<file path="src/rtl/rtc_param_sweep.sv">
// Read sequencer for a multiplexed-bus RTC: sweeps a register list, captures each byte into a
// shadow bank and commits the bank atomically once the whole sweep has completed.
module rtc_param_sweep #(
  parameter int          N_REGS     = 9,
  parameter logic [N_REGS*8-1:0] ADDR_LIST =
    {8'h23, 8'h22, 8'h21, 8'h09, 8'h08, 8'h07, 8'h04, 8'h02, 8'h00},
  parameter int          PULSE_CYC  = 4,
  parameter bit          UIP_CHECK  = 1'b1,
  parameter logic [7:0]  UIP_ADDR   = 8'h0A,
  parameter bit          CONTINUOUS = 1'b0,
  localparam int         SEL_W      = (N_REGS > 1) ? $clog2(N_REGS) : 1
) (
  input  logic                  clk,
  input  logic                  rst,
  input  logic                  en,
  input  logic                  start,
  input  logic                  up,
  input  logic                  down,
  input  logic [7:0]            Dato,
  output logic                  AD,
  output logic                  CS,
  output logic                  RD,
  output logic                  WR,
  output logic                  Dir_Dat,
  output logic [7:0]            Direccion,
  output logic [N_REGS*8-1:0]   regs_out,
  output logic [SEL_W-1:0]      sel,
  output logic [7:0]            sel_val,
  output logic                  busy,
  output logic                  done
);

  localparam int CYC_W = (PULSE_CYC > 1) ? $clog2(PULSE_CYC) : 1;
  localparam logic [CYC_W-1:0] CYC_LAST = CYC_W'(PULSE_CYC - 1);
  localparam logic [SEL_W-1:0] IDX_LAST = SEL_W'(N_REGS - 1);

  localparam logic [2:0] S_IDLE   = 3'd0;
  localparam logic [2:0] S_UIP    = 3'd1;
  localparam logic [2:0] S_SWEEP  = 3'd2;
  localparam logic [2:0] S_COMMIT = 3'd3;
  localparam logic [2:0] S_ABORT  = 3'd4;
  localparam logic [2:0] S_FIRST  = UIP_CHECK ? S_UIP : S_SWEEP;

  logic [2:0]          state;
  logic [2:0]          ph;
  logic [CYC_W-1:0]    cyc;
  logic [SEL_W-1:0]    idx;
  logic                uip_wait;
  logic                uip_busy;
  logic                abort_pend;
  logic [N_REGS*8-1:0] shadow;
  logic [7:0]          cur_addr;
  logic                in_bus;
  logic                cyc_last;
  logic                capture;
  logic                abort_now;

  assign in_bus    = ((state == S_UIP) || (state == S_SWEEP)) && !uip_wait;
  assign cyc_last  = (cyc == CYC_LAST);
  assign capture   = in_bus && (ph == 3'd4) && cyc_last;
  assign abort_now = abort_pend || !en;
  assign busy      = (state != S_IDLE);

  always_comb begin
    cur_addr = UIP_ADDR;
    if (state == S_SWEEP) begin
      cur_addr = 8'h00;
      for (int i = 0; i < N_REGS; i++)
        if (idx == SEL_W'(i)) cur_addr = ADDR_LIST[8*i +: 8];
    end
  end

  // Strobes decode straight from the phase counter; idle values outside a bus cycle
  always_comb begin
    AD        = 1'b1;
    CS        = 1'b1;
    RD        = 1'b1;
    WR        = 1'b1;
    Dir_Dat   = 1'b0;
    Direccion = 8'h00;
    if (in_bus) begin
      Direccion = cur_addr;
      case (ph)
        3'd0: begin CS = 1'b0; AD = 1'b0; Dir_Dat = 1'b1; end
        3'd1: begin CS = 1'b0; Dir_Dat = 1'b1; end
        3'd2: CS = 1'b0;
        3'd3, 3'd4: begin CS = 1'b0; RD = 1'b0; end
        default: ;
      endcase
    end
  end

  always_ff @(posedge clk) begin
    if (rst) begin
      state      <= S_IDLE;
      ph         <= 3'd0;
      cyc        <= '0;
      idx        <= '0;
      uip_wait   <= 1'b0;
      uip_busy   <= 1'b0;
      abort_pend <= 1'b0;
      done       <= 1'b0;
      shadow     <= '0;
      regs_out   <= '0;
    end else begin
      done <= 1'b0;
      // An enable drop is remembered so the running bus cycle still finishes cleanly
      if (busy && !en) abort_pend <= 1'b1;
      case (state)
        S_IDLE: begin
          abort_pend <= 1'b0;
          ph         <= 3'd0;
          cyc        <= '0;
          idx        <= '0;
          uip_wait   <= 1'b0;
          if (en && (start || CONTINUOUS)) state <= S_FIRST;
        end
        S_UIP, S_SWEEP: begin
          if (uip_wait) begin
            if (cyc_last) begin
              cyc      <= '0;
              uip_wait <= 1'b0;
              if (abort_now) state <= S_ABORT;
            end else begin
              cyc <= cyc + 1'b1;
            end
          end else begin
            if (capture) begin
              if (state == S_SWEEP) begin
                for (int i = 0; i < N_REGS; i++)
                  if (idx == SEL_W'(i)) shadow[8*i +: 8] <= Dato;
              end else begin
                uip_busy <= Dato[7];
              end
            end
            if (!cyc_last) begin
              cyc <= cyc + 1'b1;
            end else begin
              cyc <= '0;
              if (ph != 3'd5) begin
                ph <= ph + 3'd1;
              end else begin
                ph <= 3'd0;
                if (abort_now) begin
                  state <= S_ABORT;
                end else if (state == S_UIP) begin
                  if (uip_busy) begin
                    uip_wait <= 1'b1;
                  end else begin
                    state <= S_SWEEP;
                    idx   <= '0;
                  end
                end else if (idx == IDX_LAST) begin
                  state <= S_COMMIT;
                end else begin
                  idx <= idx + 1'b1;
                end
              end
            end
          end
        end
        S_COMMIT: begin
          regs_out   <= shadow;
          done       <= 1'b1;
          abort_pend <= 1'b0;
          idx        <= '0;
          ph         <= 3'd0;
          cyc        <= '0;
          state      <= (CONTINUOUS && en) ? S_FIRST : S_IDLE;
        end
        S_ABORT: begin
          abort_pend <= 1'b0;
          state      <= S_IDLE;
        end
        default: state <= S_IDLE;
      endcase
    end
  end

  // Browse pointer for the display path, independent of the sequencer
  always_ff @(posedge clk) begin
    if (rst) begin
      sel <= '0;
    end else if (up && !down) begin
      sel <= (sel == IDX_LAST) ? '0 : sel + 1'b1;
    end else if (down && !up) begin
      sel <= (sel == '0) ? IDX_LAST : sel - 1'b1;
    end
  end

  always_comb begin
    sel_val = 8'h00;
    for (int i = 0; i < N_REGS; i++)
      if (sel == SEL_W'(i)) sel_val = regs_out[8*i +: 8];
  end

endmodule

</file>
<file path="config.mk">
export PLATFORM = sky130hd
export DESIGN_NAME = rtc_param_sweep
export DESIGN_NICKNAME = d
export VERILOG_FILES = /design/src/rtl/rtc_param_sweep.sv
export SDC_FILE = /design/constraint.sdc
export NUM_CORES = 1
export LEC_CHECK = 0
export BUFFER_PORTS_ARGS = -buffer_cell sky130_fd_sc_hd__buf_2
export CAP_MARGIN = 20
export CORE_MARGIN = 1.5
export CORE_UTILIZATION = 61
export DETAILED_ROUTE_END_ITERATION = 12
export PLACE_DENSITY_LB_ADDON = 0.25
export SLEW_MARGIN = 20
export SYNTH_ARGS = -nofsm -noshare
export SYNTH_HDL_FRONTEND = slang
export SYNTH_SLANG_ARGS = --single-unit
</file>
<file path="constraint.sdc">
create_clock -name clk -period 3.3 [get_ports clk]
set_input_delay 0.33 -clock clk [delete_from_list [all_inputs] [get_ports clk]]
set_output_delay 0.33 -clock clk [all_outputs]
set_load 0.05 [all_outputs]
</file>
==> results of run 1 <==
sequential cells by signal, summed over array words and instances (netlist names):
name,cells
regs_out,72
shadow,72
idx,4
sel,4
ph,3
state,3
cyc,2
abort_pend,1
done,1
uip_busy,1
uip_wait,1
tightest hold or removal path, delay by kind of cell:
kind                   cells  cell delay (ns)
buffers and inverters      1             0.10
AO/OA/AOI/OAI              1             0.13
AND/OR/NAND/NOR            1             0.11
synth_stat cells (all sizes together) (6+ instances only):
master	count	area (sq um)
mux2i	77	771
inv	9	33.8
dfxtp	164	3280
a21oi	15	75.1
nor2b	7	43.8
nand4	9	106
nand2	78	293
o211ai	20	150
nor2	95	357
buf	17	95.1
nor3	6	30.0
a32oi	8	70.1
a31oi	11	68.8
nand2b	19	119
a22o	72	631
clkbuf	52	196
o21ai	32	160
ha	10	125
metal layers:
layer / vias up / share of wire [%]
met5: - / 0
met4: 0 / 4.5
met3: 59 / 5.9
met2: 254 / 48
met1: 2950 / 42
li1: 2861 / -
path summary, 6_finish.rpt:
kind,from,to,slack [ns]
max,sel[0]$_SDFFE_PP0P_,sel_val[2],0.31
min,en,abort_pend$_SDFFE_PP0P_,0.28
max reg2reg,cyc[0]$_SDFFE_PP0P_,shadow[68]$_SDFFE_PP0P_,0.95
min reg2reg,shadow[5]$_SDFFE_PP0P_,regs_out[5]$_SDFFE_PP0P_,0.46
layout by cell type (no fill, tap or decap), types with 3 or more instances in the layout:
master,synthesis,final
buf_4,6,10
or4_1,3,3
ha_1,10,10
nand2b_1,19,19
o21ai_0,32,32
buf_2,7,108
nand4_2,8,8
o211ai_1,20,20
dfxtp_1,164,164
nor2_1,95,95
clkbuf_16,0,17
a31oi_1,11,11
nand3_1,4,4
or3_1,3,3
nand2_1,78,78
inv_1,9,9
clkinvlp_4,0,4
a211oi_1,4,4
a21oi_1,15,14
clkinv_2,0,3
nor2b_1,7,7
mux2i_1,77,77
nor3_1,6,6
a22o_1,72,72
conb_1,2,4
a32oi_1,8,8
final cells by class:
| class | instances | share of cell area [%] |
|---|---|---|
| well taps | 143 | 2.19 |
| inverters | 10 | 0.460 |
| flip-flops and latches | 164 | 40.2 |
| clock buffers | 20 | 5.48 |
| clock inverters | 11 | 0.982 |
| multi-input cells | 519 | 42.6 |
| repair buffers | 120 | 8.04 |
power by group:
| part | leakage [nW] | internal, mW | switching [mW] | total [mW] |
|---|---|---|---|---|
| Sequential | 1.32 | 2.01 | 0.0807 | 2.09 |
| Clock | 0.249 | 0.978 | 0.799 | 1.78 |
| Combinational | 2.29 | 0.239 | 0.693 | 0.932 |
through the flow:
step	area [sq um]	instances
global route	8160	987
finish	8160	987
floorplan	7070	762
global placement	7630	956
detailed placement	7630	956
CTS	8160	987
cell families (layout without fill, tap and decap cells):
logic type	count (synthesis)	in the layout	share of synthesized area, %
buf+inv	79	161	4.66
other cells	2	4	0.106
xor+xnor	3	3	0.372
compound gates	181	181	19.1
mux	77	77	10.9
simple gates	244	244	16.6
flops	164	164	46.5
fa+ha+maj	10	10	1.77
==> metrics.md, run 1 <==
| Metric | Value |
|---|---|
| DR vias/cell | 6.20 |
| Status | finished clean |
| Fin. max-slew vios | 0 |
| Post-DP HPWL | 14200 microns |
| Top_reg_cell synth | dfxtp_1 |
| Clock root buffer | clkbuf_16 |
| Pin count of the biggest net entering global routing | 54 |
| Fin worst setup slack | 0.313 ns |
| Initial antenna violation count | 0 |
| VDD IR max | 0.586 mV |
| Full die area | 12200 sq um |
| 1st-iter DRT viols | 732 |
| Pwr dens | 588 nW/um^2 |
| WP data arrival | 2.66 ns |
| Clock skew | 0.00939 ns |
| Number of warnings issued by yosys | 0 |
| Fill count | 887 |
| Mean routed wirelength per cell | 20.8 microns |
| Slew margin rel. | 33.7% |
| Setup violators final | 0 |
| GRT Overall Usage | 34.0% |
| Met3 Track Usage GR | 6.15% |
| Max stage delay on crit path | 0.75 ns |
| IO buf count | 108 |
| Crit path max-delay family | simple AND/OR/NAND/NOR gates |
| Average size of a mapped cell | 9.29 sq um |
| Core Rows | 39 |
| Final worst path period share | 90.5% |
| Register Area | 3280 sq um |
| CTS tree | yes |
| Drt drc | 0 |
| Layout area overhead | 15.5% |
| Post-synth EDFFs | 0 |
| Post-DRT Antenna Nets | 0 |
| Worst hold path class | input port to register |
| Slew @ Worst Pin | 0.993 ns |
| RSZ-0062 raised after global routing | no |
| Nets | 856 |
| Worst R2R Path Depth | 6 |
| Ports | 113 |
| Sequence of cells on the critical path | ha_1 > nor3_1 > o211ai_1 > o211ai_1 > buf_2 |
| DP Worst Slack | 0.787 ns |
| Final core occ | 71.8% |
| Met2 usage | 55.8% |
| Vias in the first global route | 5790 |
| Leak pwr | 3.86 nW |
| WL final | 20500 microns |
| Overall power | 4.80 mW |
| Sink Count | 164 |
| Register bit total from synthesis | 164 |
| Yosys cell types | 59 |
| Setup Fix Bufs, Post-CTS | 0 |
| H-Tree Depth | 4 |
| Mapped Cells | 760 |
| Via count | 6124 |
| Area occupied by multi-input gates | 3480 sq um |
| Gr busiest metal | met2 |
| Die height | 111 microns |
| Crit path buffers/inverters | 1 |
| Crit path required time | 2.97 ns |
| Hold depth | 3 |
| Slowest stage cell, crit path | nor3_1 |
| Fmax | 335 MHz |
| Async SR Flop Fraction | 0% |
| First-pass GRT wire length | 32400 microns |
| Die Width | 111 microns |
| WP depth | 5 |
| Crit start category | register |
| GRT overflow | 0 |
| Critical path's most frequent cell | o211ai_1 |
| Tightest hold margin | 0.283 ns |
| Sequential fraction of the synthesis area | 46.5% |
| Num CTS Buffers | 17 |
| Final Hold Fails | 0 |
| Starting Density | 62.1% |
| Min cycle time layout | 2.99 ns |
| Kind of critical path | register to output pin |
| Fraction of layout cells with a size suffix above 1 | 19.2% |
| Detailed Routing Iterations Pass 1 | 6 |
| Synth Cell Area | 7060 sq um |
| Clock transition at the registers of the reported paths | 0.06 ns |
| Met1 Usage GRT | 42.6% |
| Crit path capture type | output pin |
| Ant diodes | 0 |
| Area of the core | 11400 sq um |
| Hold buffers post-CTS | 0 |
| Crit-path max FO | 13 |
| Clock insertion delay at the later pin of the skew report | 0.43 ns |
| Setup TNS | 0 ns |
| Placer congestion estimate | 0.902 |
| Max-Cap Viols | 0 |
| Clock Path Buffers | 2 |
| Post-CTS sizing | 0 |
(Power assumes the default switching activity.)
==> inputs of run 2 (changes only) <==
--- a/config.mk
+++ b/config.mk
@@ -9,6 +9,7 @@
 export CAP_MARGIN = 20
 export CORE_MARGIN = 1.5
 export CORE_UTILIZATION = 61
+export CTS_BUF_LIST = sky130_fd_sc_hd__clkbuf_16
 export DETAILED_ROUTE_END_ITERATION = 12
 export PLACE_DENSITY_LB_ADDON = 0.25
 export SLEW_MARGIN = 20
==> metrics.md, run 2 (synthesis gave the netlist of run 1 again) <==
| Metric | Value |
|---|---|
| R2R Path End | shadow[68]$_SDFFE_PP0P_ (unchanged) |
| Final worst path period share | 90.8% (was 90.5%) |
| Pin count of the biggest net entering global routing | 54 (unchanged) |
| GRT overflow | 0 (unchanged) |
| Post-DP Area | 7630 sq um (unchanged) |
| Via count | 6165 (was 6124) |
| Die height | 111 microns (unchanged) |
| DP Worst Slack | 0.787 ns (unchanged) |
| Largest regs | regs_out (72), shadow (72) (unchanged) |
| WL final | 20500 microns (about the same) |
| VDD IR max | 0.584 mV (was 0.586 mV) |
| Layout area overhead | 15.4% (was 15.5%) |
| Setup Fix Bufs, Post-CTS | 0 (unchanged) |
| Clock insertion delay at the later pin of the skew report | 0.43 ns (about the same) |
| Nets | 856 (unchanged) |
| Max-Cap Viols | 0 (unchanged) |
| Reg-to-reg setup timing slack | 0.96 ns (was 0.95 ns) |
| Setup TNS | 0 ns (unchanged) |
| Num CTS Buffers | 17 (unchanged) |
| Initial antenna violation count | 0 (unchanged) |
| IO buf count | 108 (unchanged) |
| Ant diodes | 0 (unchanged) |
| Post-DRT Antenna Nets | 0 (unchanged) |
| Setup violators final | 0 (unchanged) |
| Kind of critical path | register to output pin (unchanged) |
| Fin worst setup slack | 0.304 ns (was 0.313 ns) |
| Fin. max-slew vios | 0 (unchanged) |
| Crit path required time | 2.97 ns (about the same) |
| DR vias/cell | 6.25 (was 6.20) |
| Post-CTS sizing | 0 (unchanged) |
| Starting Density | 62.1% (unchanged) |
| Crit start category | register (unchanged) |
| Worst r2r src | cyc[0]$_SDFFE_PP0P_ (unchanged) |
| Sink Count | 164 (unchanged) |
| 1st-iter DRT viols | 713 (was 732) |
| Final instance area | 8150 sq um (was 8160 sq um) |
| Overall power | 4.76 mW (was 4.80 mW) |
| Clock skew | 0.00738 ns (was 0.00939 ns) |
| Fraction of layout cells with a size suffix above 1 | 19.1% (was 19.2%) |
| Crit path buffers/inverters | 1 (unchanged) |
| Final core occ | 71.7% (was 71.8%) |
| Post-DP HPWL | 14200 microns (unchanged) |
| Slowest stage cell, crit path | nor3_1 (unchanged) |
| Fmax | 334 MHz (was 335 MHz) |
| H-Tree Depth | 4 (unchanged) |
| Slew @ Worst Pin | 0.991 ns (was 0.993 ns) |
| Core Rows | 39 (unchanged) |
| Ports | 113 (unchanged) |
| WP data arrival | 2.67 ns (was 2.66 ns) |
| Status | finished clean (unchanged) |
| Detailed Routing Iterations Pass 1 | 5 (was 6) |
| Full die area | 12200 sq um (unchanged) |
| Critical path's most frequent cell | o211ai_1 (unchanged) |
| Die Width | 111 microns (unchanged) |
| Crit path max-delay family | simple AND/OR/NAND/NOR gates (unchanged) |
| Drt drc | 0 (unchanged) |
| Clock transition at the registers of the reported paths | 0.06 ns (about the same) |
| First-pass GRT wire length | 32400 microns (about the same) |
| Pwr dens | 585 nW/um^2 (was 588 nW/um^2) |
| Final Hold Fails | 0 (unchanged) |
| Max stage delay on crit path | 0.75 ns (about the same) |
| Clock root buffer | clkbuf_16 (unchanged) |
| Hold buffers post-CTS | 0 (unchanged) |
| Mean routed wirelength per cell | 20.7 microns (was 20.8 microns) |
| Sequence of cells on the critical path | ha_1 > nor3_1 > o211ai_1 > o211ai_1 > buf_2 (unchanged) |
| RSZ-0062 raised after global routing | no (unchanged) |
| Commonest non-fill, non-tap cell in the layout | dfxtp_1 (unchanged) |
| WHS Endpoint | abort_pend$_SDFFE_PP0P_ (unchanged) |
| Hold depth | 3 (unchanged) |
| Crit-path max FO | 13 (unchanged) |
| Min cycle time layout | 3.00 ns (was 2.99 ns) |
| Crit path capture type | output pin (unchanged) |
| Worst R2R Path Depth | 6 (unchanged) |
| Clock Path Buffers | 2 (unchanged) |
| Area of the core | 11400 sq um (unchanged) |
| Leak pwr | 3.86 nW (about the same) |
| GRT Overall Usage | 34.0% (unchanged) |
| Most frequent cells in the layout | dfxtp_1, buf_2, nor2_1 (unchanged) |
| Worst hold path class | input port to register (unchanged) |
| Vias in the first global route | 5803 (was 5790) |
| CTS tree | yes (unchanged) |
| Placer congestion estimate | 0.902 (unchanged) |
| Slew margin rel. | 33.9% (was 33.7%) |
| Hold path start | en (unchanged) |
[run 2: area by class of cell]
class,instances,area (sq um)
clock buffer,17,425
multi-input combinational,519,3480
sequential,164,3280
clock inverter,14,91.3
tap,143,179
timing repair buffer,120,656
inverter,10,37.5
fill,891,3220
[run 2: report_power, final]
group	switching, mW	internal (mW)	leakage (nW)
clock	0.800	0.949	0.251
combinational	0.690	0.239	2.29
sequential	0.0805	2.01	1.32
[run 2: worst reg2reg max path: stages (launching register included)]
cell and delay [ns]:
dfxtp_1 0.35, ha_1 0.35, and4bb_1 0.24, buf_4 0.20, or4b_1 0.74, mux2i_1 0.25, nor2_1 0.07
[run 2: worst max-delay path by stage]
stage	start	endpoint	slack (ns)	cells past startpoint
finish	sel[0]$_SDFFE_PP0P_	sel_val[3]	0.30	5
CTS	sel[0]$_SDFFE_PP0P_	sel_val[2]	0.32	5
floorplan	sel[0]$_SDFFE_PP0P_	sel_val[0]	0.46	7
global route	sel[0]$_SDFFE_PP0P_	sel_val[0]	0.15	5
detailed placement	sel[0]$_SDFFE_PP0P_	sel_val[2]	0.79	5
global placement	sel[0]$_SDFFE_PP0P_	sel_val[0]	0.77	5
[run 2: through the flow]
stage / hold WS, ns / instances
floorplan: 0.442 / 762
global placement: 0.446 / 956
detailed placement: 0.452 / 956
CTS: 0.256 / 987
global route: 0.280 / 987
finish: 0.272 / 987
[run 2: metal layers]
layer	GRT usage (%)	part of all wire, %
met5	0	0
met4	18.5	4.3
met3	6.15	6.5
met2	55.7	48
met1	42.6	42
==> inputs of run 3 (changes only) <==
==> constraint.sdc (replaced) <==
create_clock -name clk -period 3.3 [get_ports clk]
set_input_delay 0.66 -clock clk [delete_from_list [all_inputs] [get_ports clk]]
set_output_delay 0.66 -clock clk [all_outputs]
set_load 0.05 [all_outputs]
==> metrics.md, run 3 (synthesis gave the netlist of run 1 again) <==
| Metric | Value |
|---|---|
| Pin count of the biggest net entering global routing | 47 (was 54) |
| Overall power | 4.86 mW (was 4.76 mW) |
| RSZ-0062 raised after global routing | no (unchanged) |
| DP Worst Slack | 0.437 ns (was 0.787 ns) |
| Layout area overhead | 15.9% (was 15.4%) |
| Initial antenna violation count | 0 (unchanged) |
| Min cycle time layout | 3.04 ns (was 3.00 ns) |
| Slowest stage cell, crit path | ha_2 (was nor3_1) |
| Fraction of layout cells with a size suffix above 1 | 19.6% (was 19.1%) |
| Slew margin rel. | 43.4% (was 33.9%) |
| Drt drc | 0 (unchanged) |
| Crit start category | register (unchanged) |
| Max stage delay on crit path | 0.51 ns (was 0.75 ns) |
| Placer congestion estimate | 0.914 (was 0.902) |
| Fin. max-slew vios | 0 (unchanged) |
| Clock insertion delay at the later pin of the skew report | 0.42 ns (was 0.43 ns) |
| Worst r2r src | state[0]$_SDFFE_PP0P_ (was cyc[0]$_SDFFE_PP0P_) |
| Clock skew | 0.00650 ns (was 0.00738 ns) |
| First-pass GRT wire length | 31900 microns (was 32400 microns) |
| IO buf count | 108 (unchanged) |
| Clock Path Buffers | 2 (unchanged) |
| Setup violators final | 0 (unchanged) |
| Post-CTS sizing | 1 (was 0) |
| Fill count | 870 (was 891) |
| WL final | 20200 microns (was 20500 microns) |
| Hold depth | 1 (was 3) |
| Clock transition at the registers of the reported paths | 0.06 ns (about the same) |
| Hold buffers post-CTS | 0 (unchanged) |
| Clock root buffer | clkbuf_16 (unchanged) |
| Setup TNS | 0 ns (unchanged) |
| Mean routed wirelength per cell | 20.4 microns (was 20.7 microns) |
| Placed cells | 958 (was 956) |
| Final worst path period share | 92.0% (was 90.8%) |
| Post-DRT Antenna Nets | 0 (unchanged) |
| Sequence of cells on the critical path | inv_1 > ha_2 > nand2_1 > o21ai_0 > o211ai_1 > o211ai_1 > buf_2 (was ha_1 > nor3_1 > o211ai_1 > o211ai_1 > buf_2) |
| Core Rows | 39 (unchanged) |
| Hold path start | shadow[62]$_SDFFE_PP0P_ (was en) |
| CTS tree | yes (unchanged) |
| Final instance area | 8180 sq um (was 8150 sq um) |
| Pwr dens | 594 nW/um^2 (was 585 nW/um^2) |
| Starting Density | 62.1% (unchanged) |
| Crit path required time | 2.64 ns (was 2.97 ns) |
| Nets | 858 (was 856) |
| GRT overflow | 0 (unchanged) |
| Slew @ Worst Pin | 0.849 ns (was 0.991 ns) |
| Worst R2R Path Depth | 4 (was 6) |
| Largest regs | regs_out (72), shadow (72) (unchanged) |
| Crit-path max FO | 25 (was 13) |
| Post-DP HPWL | 14100 microns (was 14200 microns) |
| Fin worst setup slack | 0.264 ns (was 0.304 ns) |
| Die height | 111 microns (unchanged) |
| Via count | 6134 (was 6165) |
| GRT Overall Usage | 33.4% (was 34.0%) |
| Reg-to-reg setup timing slack | 0.78 ns (was 0.96 ns) |
| R2R Path End | regs_out[44]$_SDFFE_PP0P_ (was shadow[68]$_SDFFE_PP0P_) |
| 1st-iter DRT viols | 597 (was 713) |
| Ports | 113 (unchanged) |
| Worst hold path class | register to register (was input port to register) |
| Crit path buffers/inverters | 2 (was 1) |
| Detailed Routing Iterations Pass 1 | 5 (unchanged) |
| VDD IR max | 0.478 mV (was 0.584 mV) |
| Post-DP Area | 7620 sq um (was 7630 sq um) |
| DR vias/cell | 6.20 (was 6.25) |
| Critical path's most frequent cell | o211ai_1 (unchanged) |
| Vias in the first global route | 5697 (was 5803) |
| Max-Cap Viols | 0 (unchanged) |
| Commonest non-fill, non-tap cell in the layout | dfxtp_1 (unchanged) |
| Sink Count | 164 (unchanged) |
| Setup Fix Bufs, Post-CTS | 0 (unchanged) |
| Most frequent cells in the layout | dfxtp_1, buf_2, nor2_1 (unchanged) |
| H-Tree Depth | 4 (unchanged) |
| Final Hold Fails | 0 (unchanged) |
| Post-route insts no fill | 990 (was 987) |
| Status | finished clean (unchanged) |
| Crit path max-delay family | adder cells (was simple AND/OR/NAND/NOR gates) |
| Ant diodes | 0 (unchanged) |
| WP data arrival | 2.38 ns (was 2.67 ns) |
| Kind of critical path | register to output pin (unchanged) |
| Crit path capture type | output pin (unchanged) |
| WHS Endpoint | regs_out[62]$_SDFFE_PP0P_ (was abort_pend$_SDFFE_PP0P_) |
| Fmax | 329 MHz (was 334 MHz) |
| Die Width | 111 microns (unchanged) |
| Full die area | 12200 sq um (unchanged) |
| Area of the core | 11400 sq um (unchanged) |
| Leak pwr | 3.87 nW (was 3.86 nW) |
| Num CTS Buffers | 17 (unchanged) |
run 3: cell types whose count changed in the layout (fill, tap and decap cells not counted), sizes merged:
cell / delta
bufinv: +1
inv: -2
buf: +2
clkinv: +3
clkinvlp: -1
run 3: metrics by stage:
stage / util [%] / hold WS, ns
floorplan: - / 0.442
global placement: 67.0 / 0.446
detailed placement: 67.0 / 0.455
CTS: 72.0 / 0.469
global route: 72.0 / 0.480
finish: 72.0 / 0.468
run 3: worst max-delay path by stage:
stage | start | end | slack (ns) | cells past startpoint
after detailed placement | sel[0]$_SDFFE_PP0P_ | sel_val[0] | 0.44 | 5
after global placement | sel[0]$_SDFFE_PP0P_ | sel_val[7] | 0.50 | 5
after CTS | sel[1]$_SDFFE_PP0P_ | sel_val[6] | 0.002 | 6
final | sel[1]$_SDFFE_PP0P_ | sel_val[7] | 0.26 | 7
after floorplan | sel[0]$_SDFFE_PP0P_ | sel_val[0] | 0.13 | 7
after global routing | sel[1]$_SDFFE_PP0P_ | sel_val[7] | 0.1 | 7
run 3: cell type report:
cell class | instances | area [sq um] | area share, %
Multi-Input combinational cell | 519 | 3480 | 42.5
Sequential cell | 164 | 3280 | 40.1
Timing Repair Buffer | 122 | 646 | 7.89
Clock buffer | 17 | 425 | 5.20
Tap cell | 143 | 179 | 2.19
Clock inverter | 15 | 133 | 1.62
Inverter | 10 | 37.5 | 0.459
run 3: metal layers:
layer  global-route usage, %  share of wire (%)
met1                    43.7                 43
met2                    54.3                 48
met3                    5.82                5.8
met4                    15.0                3.3
met5                       0                  0
run 3: worst register-to-register path, delay by kind of cell (launching register included):
family,cells,cell delay (ns)
AOI/OAI and AO/OA,1,0.22
buffers and inverters,1,0.49
DFF,1,0.60
and+or+nand+nor,2,1.16
run 3: power breakdown:
group | internal, mW | leakage [nW] | switching (mW) | total, mW
logic | 0.247 | 2.29 | 0.698 | 0.945
clock network | 1.04 | 0.264 | 0.814 | 1.85
registers | 2.01 | 1.32 | 0.0605 | 2.07
total | 3.29 | 3.87 | 1.57 | 4.86
